--- config.mk ---
export PLATFORM = sky130hd
export DESIGN_NAME = gt_reset_seq
export DESIGN_NICKNAME = d
export VERILOG_FILES = /design/src/rtl/gt_reset_seq.sv
export SDC_FILE = /design/constraint.sdc
export NUM_CORES = 1
export LEC_CHECK = 0
export BUFFER_PORTS_ARGS = -buffer_cell sky130_fd_sc_hd__buf_2
export CAP_MARGIN = 20
export CORE_ASPECT_RATIO = 1.4
export CORE_UTILIZATION = 25
export CTS_CLUSTER_DIAMETER = 80
export DETAILED_ROUTE_END_ITERATION = 6
export PLACE_DENSITY_LB_ADDON = 0.12
export SETUP_SLACK_MARGIN = 0.02
export SYNTH_ARGS = -nofsm -noshare
export SYNTH_HDL_FRONTEND = slang
export SYNTH_SLANG_ARGS = --single-unit
--- constraint.sdc ---
create_clock -name drpclk_in -period 13.7 [get_ports drpclk_in]
set_input_delay 1.37 -clock drpclk_in [delete_from_list [all_inputs] [get_ports drpclk_in]]
set_output_delay 1.37 -clock drpclk_in [all_outputs]
set_load 0.05 [all_outputs]
--- src/rtl/gt_reset_seq.sv ---
// rtl/gt_reset_seq.sv - shared PLL/TX reset sequencer with independent per-channel RX reset FSMs
// All state and outputs live on drpclk_in; inputs are resynchronised before use.
module gt_reset_seq #(
   parameter int N_CH        = 4,
   parameter int PLLRST_CYC  = 16,
   parameter int RST_CYC     = 16,
   parameter int USRRDY_DLY  = 64,
   parameter int TIMEOUT_CYC = 65535,
   parameter int VALID_CYC   = 256,
   parameter int INVALID_CYC = 32,
   parameter int MAX_RETRY   = 8
) (
   input  logic              drpclk_in,
   input  logic              soft_reset,
   input  logic              pll_locked_in,
   input  logic [N_CH-1:0]   tx_resetdone_in,
   input  logic [N_CH-1:0]   rx_resetdone_in,
   input  logic [N_CH-1:0]   rx_data_valid_in,
   input  logic              dont_reset_on_data_error_in,
   output logic              pll_reset_out,
   output logic [N_CH-1:0]   gt_txreset_out,
   output logic [N_CH-1:0]   gt_rxreset_out,
   output logic [N_CH-1:0]   txusrrdy_out,
   output logic [N_CH-1:0]   rxusrrdy_out,
   output logic [N_CH-1:0]   tx_fsm_resetdone_out,
   output logic [N_CH-1:0]   rx_fsm_resetdone_out,
   output logic [4*N_CH-1:0] rx_retry_cnt_out,
   output logic [N_CH-1:0]   rx_fail_out
);

   function automatic int max2(input int a, input int b);
      return (a > b) ? a : b;
   endfunction

   localparam int MAXP = max2(max2(max2(PLLRST_CYC, RST_CYC), max2(USRRDY_DLY, TIMEOUT_CYC)),
                              max2(VALID_CYC, INVALID_CYC));
   localparam int CW   = $clog2(MAXP + 1);
   localparam int SW   = 1 + 3 * N_CH;

   typedef logic [CW-1:0] cnt_t;

   localparam cnt_t CNT_MAX      = '1;
   localparam cnt_t PLLRST_LAST  = cnt_t'(PLLRST_CYC - 1);
   localparam cnt_t RST_LAST     = cnt_t'(RST_CYC - 1);
   localparam cnt_t USRRDY_LAST  = cnt_t'(USRRDY_DLY - 1);
   localparam cnt_t TIMEOUT_LAST = cnt_t'(TIMEOUT_CYC - 1);
   localparam cnt_t VALID_LAST   = cnt_t'(VALID_CYC - 1);
   localparam cnt_t INVALID_LAST = cnt_t'(INVALID_CYC - 1);

   typedef enum logic [2:0] {
      TPLLRST, TPLLWAIT, TTXRST, TUSRRDY, TWAIT, TDONE
   } tx_state_t;

   typedef enum logic [2:0] {
      RWAIT, RRST, RUSRRDY, RWAITDONE, RVALID, RDONE
   } rx_state_t;

   // Two-flop synchroniser for every asynchronous status input
   logic [SW-1:0] sync_a;
   logic [SW-1:0] sync_b;
   logic [SW-1:0] async_vec;

   assign async_vec = {rx_data_valid_in, rx_resetdone_in, tx_resetdone_in, pll_locked_in};

   always_ff @(posedge drpclk_in or posedge soft_reset) begin
      if (soft_reset) begin
         sync_a <= '0;
         sync_b <= '0;
      end else begin
         sync_a <= async_vec;
         sync_b <= sync_a;
      end
   end

   logic            locked;
   logic [N_CH-1:0] tx_rd_s;
   logic [N_CH-1:0] rx_rd_s;
   logic [N_CH-1:0] rx_v_s;

   assign locked  = sync_b[0];
   assign tx_rd_s = sync_b[N_CH:1];
   assign rx_rd_s = sync_b[2*N_CH:N_CH+1];
   assign rx_v_s  = sync_b[3*N_CH:2*N_CH+1];

   tx_state_t tx_state;
   tx_state_t tx_nxt;
   cnt_t      tx_cnt;
   cnt_t      tx_cnt_nxt;

   always_comb begin
      tx_nxt     = tx_state;
      tx_cnt_nxt = (tx_cnt == CNT_MAX) ? tx_cnt : tx_cnt + 1'b1;
      case (tx_state)
         TPLLRST:  if (tx_cnt == PLLRST_LAST) tx_nxt = TPLLWAIT;
         TPLLWAIT: begin
            if (locked)                       tx_nxt = TTXRST;
            else if (tx_cnt == TIMEOUT_LAST)  tx_nxt = TPLLRST;
         end
         TTXRST: begin
            if (!locked)                      tx_nxt = TPLLRST;
            else if (tx_cnt == RST_LAST)      tx_nxt = TUSRRDY;
         end
         TUSRRDY: begin
            if (!locked)                      tx_nxt = TPLLRST;
            else if (tx_cnt == USRRDY_LAST)   tx_nxt = TWAIT;
         end
         TWAIT: begin
            if (!locked)                      tx_nxt = TPLLRST;
            else if (&tx_rd_s)                tx_nxt = TDONE;
            else if (tx_cnt == TIMEOUT_LAST)  tx_nxt = TTXRST;
         end
         TDONE:    if (!locked) tx_nxt = TPLLRST;
         default:  tx_nxt = TPLLRST;
      endcase
      if (tx_nxt != tx_state) tx_cnt_nxt = '0;
   end

   // Outputs are registered from the next state so they line up with the state register
   always_ff @(posedge drpclk_in or posedge soft_reset) begin
      if (soft_reset) begin
         tx_state             <= TPLLRST;
         tx_cnt               <= '0;
         pll_reset_out        <= 1'b1;
         gt_txreset_out       <= '1;
         txusrrdy_out         <= '0;
         tx_fsm_resetdone_out <= '0;
      end else begin
         tx_state             <= tx_nxt;
         tx_cnt               <= tx_cnt_nxt;
         pll_reset_out        <= (tx_nxt == TPLLRST);
         gt_txreset_out       <= {N_CH{tx_nxt == TTXRST}};
         txusrrdy_out         <= {N_CH{(tx_nxt == TWAIT) || (tx_nxt == TDONE)}};
         tx_fsm_resetdone_out <= {N_CH{tx_nxt == TDONE}};
      end
   end

   for (genvar k = 0; k < N_CH; k++) begin : g_rx
      rx_state_t  state;
      rx_state_t  nxt;
      cnt_t       cnt;
      cnt_t       cnt_nxt;
      logic       retry;
      logic [3:0] retry_cnt;
      logic [3:0] retry_inc;
      logic       fail_q;
      logic       rxreset_q;
      logic       usrrdy_q;
      logic       done_q;

      assign retry_inc = (retry_cnt == 4'hF) ? retry_cnt : retry_cnt + 4'd1;

      always_comb begin
         nxt     = state;
         retry   = 1'b0;
         cnt_nxt = (cnt == CNT_MAX) ? cnt : cnt + 1'b1;
         // Loss of lock outranks every in-state event, including a timeout
         if (!locked) begin
            nxt = RWAIT;
         end else begin
            case (state)
               RWAIT:     nxt = RRST;
               RRST:      if (cnt == RST_LAST) nxt = RUSRRDY;
               RUSRRDY:   if (cnt == USRRDY_LAST) nxt = RWAITDONE;
               RWAITDONE: begin
                  if (rx_rd_s[k])                 nxt   = RVALID;
                  else if (cnt == TIMEOUT_LAST)   retry = 1'b1;
               end
               RVALID: begin
                  if (!rx_v_s[k])                 cnt_nxt = '0;
                  else if (cnt == VALID_LAST)     nxt     = RDONE;
               end
               RDONE: begin
                  if (rx_v_s[k]) begin
                     cnt_nxt = '0;
                  end else if (cnt == INVALID_LAST) begin
                     if (dont_reset_on_data_error_in) cnt_nxt = cnt;
                     else                             retry   = 1'b1;
                  end
               end
               default:   nxt = RWAIT;
            endcase
         end
         if (retry) nxt = RRST;
         if (nxt != state) cnt_nxt = '0;
      end

      always_ff @(posedge drpclk_in or posedge soft_reset) begin
         if (soft_reset) begin
            state     <= RWAIT;
            cnt       <= '0;
            retry_cnt <= '0;
            fail_q    <= 1'b0;
            rxreset_q <= 1'b1;
            usrrdy_q  <= 1'b0;
            done_q    <= 1'b0;
         end else begin
            state     <= nxt;
            cnt       <= cnt_nxt;
            if (retry) begin
               retry_cnt <= retry_inc;
               if (int'(retry_inc) >= MAX_RETRY) fail_q <= 1'b1;
            end
            rxreset_q <= (nxt == RRST);
            usrrdy_q  <= (nxt == RWAITDONE) || (nxt == RVALID) || (nxt == RDONE);
            done_q    <= (nxt == RDONE);
         end
      end

      assign gt_rxreset_out[k]         = rxreset_q;
      assign rxusrrdy_out[k]           = usrrdy_q;
      assign rx_fsm_resetdone_out[k]   = done_q;
      assign rx_fail_out[k]            = fail_q;
      assign rx_retry_cnt_out[4*k +: 4] = retry_cnt;
   end

endmodule

==> metrics.txt <==
status=finished clean; Total GRT Usage=0.128; Max Slew Vio Count=0; library cells used by synthesis=81; CP Capture Type=register; Worst path slowest cell=o2bb2ai_2; Rel. slew slack=0.413; critical path's most frequent cell=o2bb2ai_2; Hold Violations, Final=0; initial antenna violation count=0; # rows=79; die footprint=34,400 sq um; Max Clock Freq=329 MHz; clk root buf=clkbuf_16; Clock Sinks=157; max-cap violations=0; number of synthesized register bits=157; total gr overflow=0; WP data arrival=3.34 ns; Cell Pwr Density=119 nW/um^2; port bufs=60; Final Setup Violations=0; Initial Utilization=0.253; Hold Path Class=register to register; Area growth, synth to finish=14.0%; Worst Path Max Fanout=16; Setup TNS=0 ns; CTS resizes=0; clock latency on the worst-skew pair=0.45 ns; n_diodes=0; Max IR drop VDD=0.0000763 V; fraction of layout cells with a size suffix above 1=0.147; Post-Syn Nets=915; worst path bufs/invs=1; final worst slack=10.66 ns; IO Count=61; drt wl/cell=15.0 um; CTS tree=done; Clock Tree Buf Depth=2; CP required=14.00 ns; TritonRoute pass-1 iters=4; core area=33,200 sq um; Routed Wire Length=20,500 um; YS warnings=0; global placement routability congestion=0.757; RSZ-0062 raised after global routing=false; Clock transition at path regs=0.07 ns; CP max stage delay=0.61 ns; CTS H-tree depth=4; Syn Area/Cell=9.50 sq um; synthesized area=8400 sq um; register area share after synthesis=0.468; Mapped Cells=885; P_leak=4.12 nW; post-CTS setup buffers=0; largest net degree at the start of global routing=97; crit-path cells=buf_2 -> or4_1 -> o2bb2ai_2 -> nor3_1 -> o2bb2ai_2 -> nor4_1; Net count, final=944; most used flip-flop cell after synthesis=dfrtp_1; post-layout util=0.288; clk_skew=0.0105 ns; Post-synth EDFFs=0; DIE WIDTH=157 um; Final min period=3.04 ns; pre-CTS setup slack=10.17 ns; Fillers=3,580; total vias in the final route=6,401; kind of critical path=primary input to register; Final ANT Viol Nets=0; CP Launch Type=primary input; first-pass GRT wire length=34,000 um; Die Y=219 um; # DRC=0; 1st-iter DRT viols=235; number of global-route vias before repair=6,445; CP delay by family, top=compound AO/OA/AOI/OAI gates; TritonCTS Buffers=17; dpl hpwl=14,300 um; post-cts hold buffer count=0; via/cell ratio=4.67; worst slew pin tran=0.881 ns; ys async rst share=1.00; Tcrit/Tclk final=0.222
==> per-layer routing <==
layer | GRT usage | vias to the layer above | part of all wire
met4 | 0.0529 | 0 | 0.019
met3 | 0.0263 | 25 | 0.027
li1 | - | 3183 | -
met1 | 0.151 | 3108 | 0.45
met5 | 0 | - | 0
met2 | 0.222 | 85 | 0.51
==> cells by family (layout without fill, tap and decap cells) <==
family | Yosys count | in the layout | share of synthesized area
AND/OR/NAND/NOR | 425 | 425 | 0.261
flip-flops | 157 | 157 | 0.468
AO/OA/AOI/OAI | 128 | 128 | 0.112
buffers and inverters | 82 | 124 | 0.0529
XOR/XNOR | 69 | 69 | 0.0719
adder cells (fa/ha/maj) | 14 | 14 | 0.0208
multiplexers | 10 | 10 | 0.0128
==> report_power, final <==
part | switching, mW | internal (mW) | leakage [nW]
Clock | 0.213 | 0.297 | 0.303
Combinational | 0.0770 | 0.0369 | 1.74
Sequential | 0.0271 | 0.487 | 2.08
Total | 0.317 | 0.821 | 4.12
==> cell usage after synthesis (all sizes together) (21+ instances only) <==
| cell type | n | area (sq um) |
|---|---|---|
| buf | 32 | 256 |
| nand3 | 51 | 255 |
| xor2 | 34 | 298 |
| nand4 | 24 | 165 |
| nand2 | 81 | 304 |
| xnor2 | 35 | 307 |
| o21ai | 27 | 135 |
| dfrtp | 151 | 3780 |
| clkbuf | 21 | 78.8 |
| inv | 29 | 109 |
| nor2 | 113 | 449 |
| nor3 | 42 | 210 |
| a21oi | 22 | 110 |
==> placed cells by master (no fill, tap or decap), drive strengths merged, types with 5 or more instances in the layout <==
cell / Yosys / layout
and4: 5 / 5
ha: 14 / 14
a32o: 5 / 5
dfrtp: 151 / 151
o21ai: 27 / 27
nor2b: 14 / 14
xnor2: 35 / 35
dfstp: 6 / 6
a31oi: 8 / 8
nor3: 42 / 42
mux2: 6 / 6
and3: 16 / 16
and2: 7 / 7
buf: 32 / 63
a211oi: 8 / 8
inv: 29 / 36
or2: 5 / 5
a21oi: 22 / 22
nand2: 81 / 81
xor2: 34 / 34
or3: 8 / 8
nand2b: 10 / 10
nor4: 17 / 17
nand4: 24 / 24
nand3: 51 / 51
clkbuf: 21 / 19
or4: 9 / 9
a21o: 9 / 9
nor2: 113 / 113
==> final cells by class <==
cell class | instances | area, sq um | share of cell area
Inverter | 29 | 114 | 0.0119
Multi-Input combinational cell | 646 | 4030 | 0.421
Sequential cell | 157 | 3940 | 0.411
Tap cell | 445 | 557 | 0.0581
Clock buffer | 19 | 443 | 0.0462
Timing Repair Buffer | 63 | 323 | 0.0337
Clock inverter | 13 | 178 | 0.0185
==> registers in the layout (all words and copies together), names as in the netlist, 3 cells and up <==
register	cells
g_rx.rxreset_q	4
g_rx.fail_q	4
sync_b	13
tx_state	3
g_rx.usrrdy_q	4
g_rx.done_q	4
sync_a	13
g_rx.retry_cnt	16
g_rx.state	12
tx_cnt	16
g_rx.cnt	64
==> worst register-to-register path, delay by kind of cell (launching register included) <==
kind / cells / cell delay [ns]
flip-flops: 1 / 0.65
AND/OR/NAND/NOR: 4 / 1.20
AO/OA/AOI/OAI: 2 / 1.02
==> through the flow <==
step                instances  hold WS, ns  area (sq um)  power (mW)
finish                   1372        0.348          9580        1.14
global route             1372        0.354          9580        1.19
CTS                      1372        0.349          9580        1.16
detailed placement       1340        0.335          8960       0.640
global placement         1340        0.332          8960       0.641
floorplan                 885        0.331          8400       0.608
==> final timing paths <==
check | slack [ns] | start | cells after the start | to
max | 10.66 | dont_reset_on_data_error_in | 6 | g_rx[1].cnt[9]
min | 0.35 | sync_a[1] | 0 | sync_b[1]
max reg2reg | 10.69 | g_rx[1].state[0] | 6 | g_rx[1].cnt[9]
min reg2reg | 0.35 | sync_a[1] | 0 | sync_b[1]
max in group asynchronous | 11.20 | soft_reset | 3 | g_rx[1].cnt[5]
min in group asynchronous | 1.12 | soft_reset | 2 | g_rx[3].retry_cnt[3]
(Power assumes the default switching activity.)
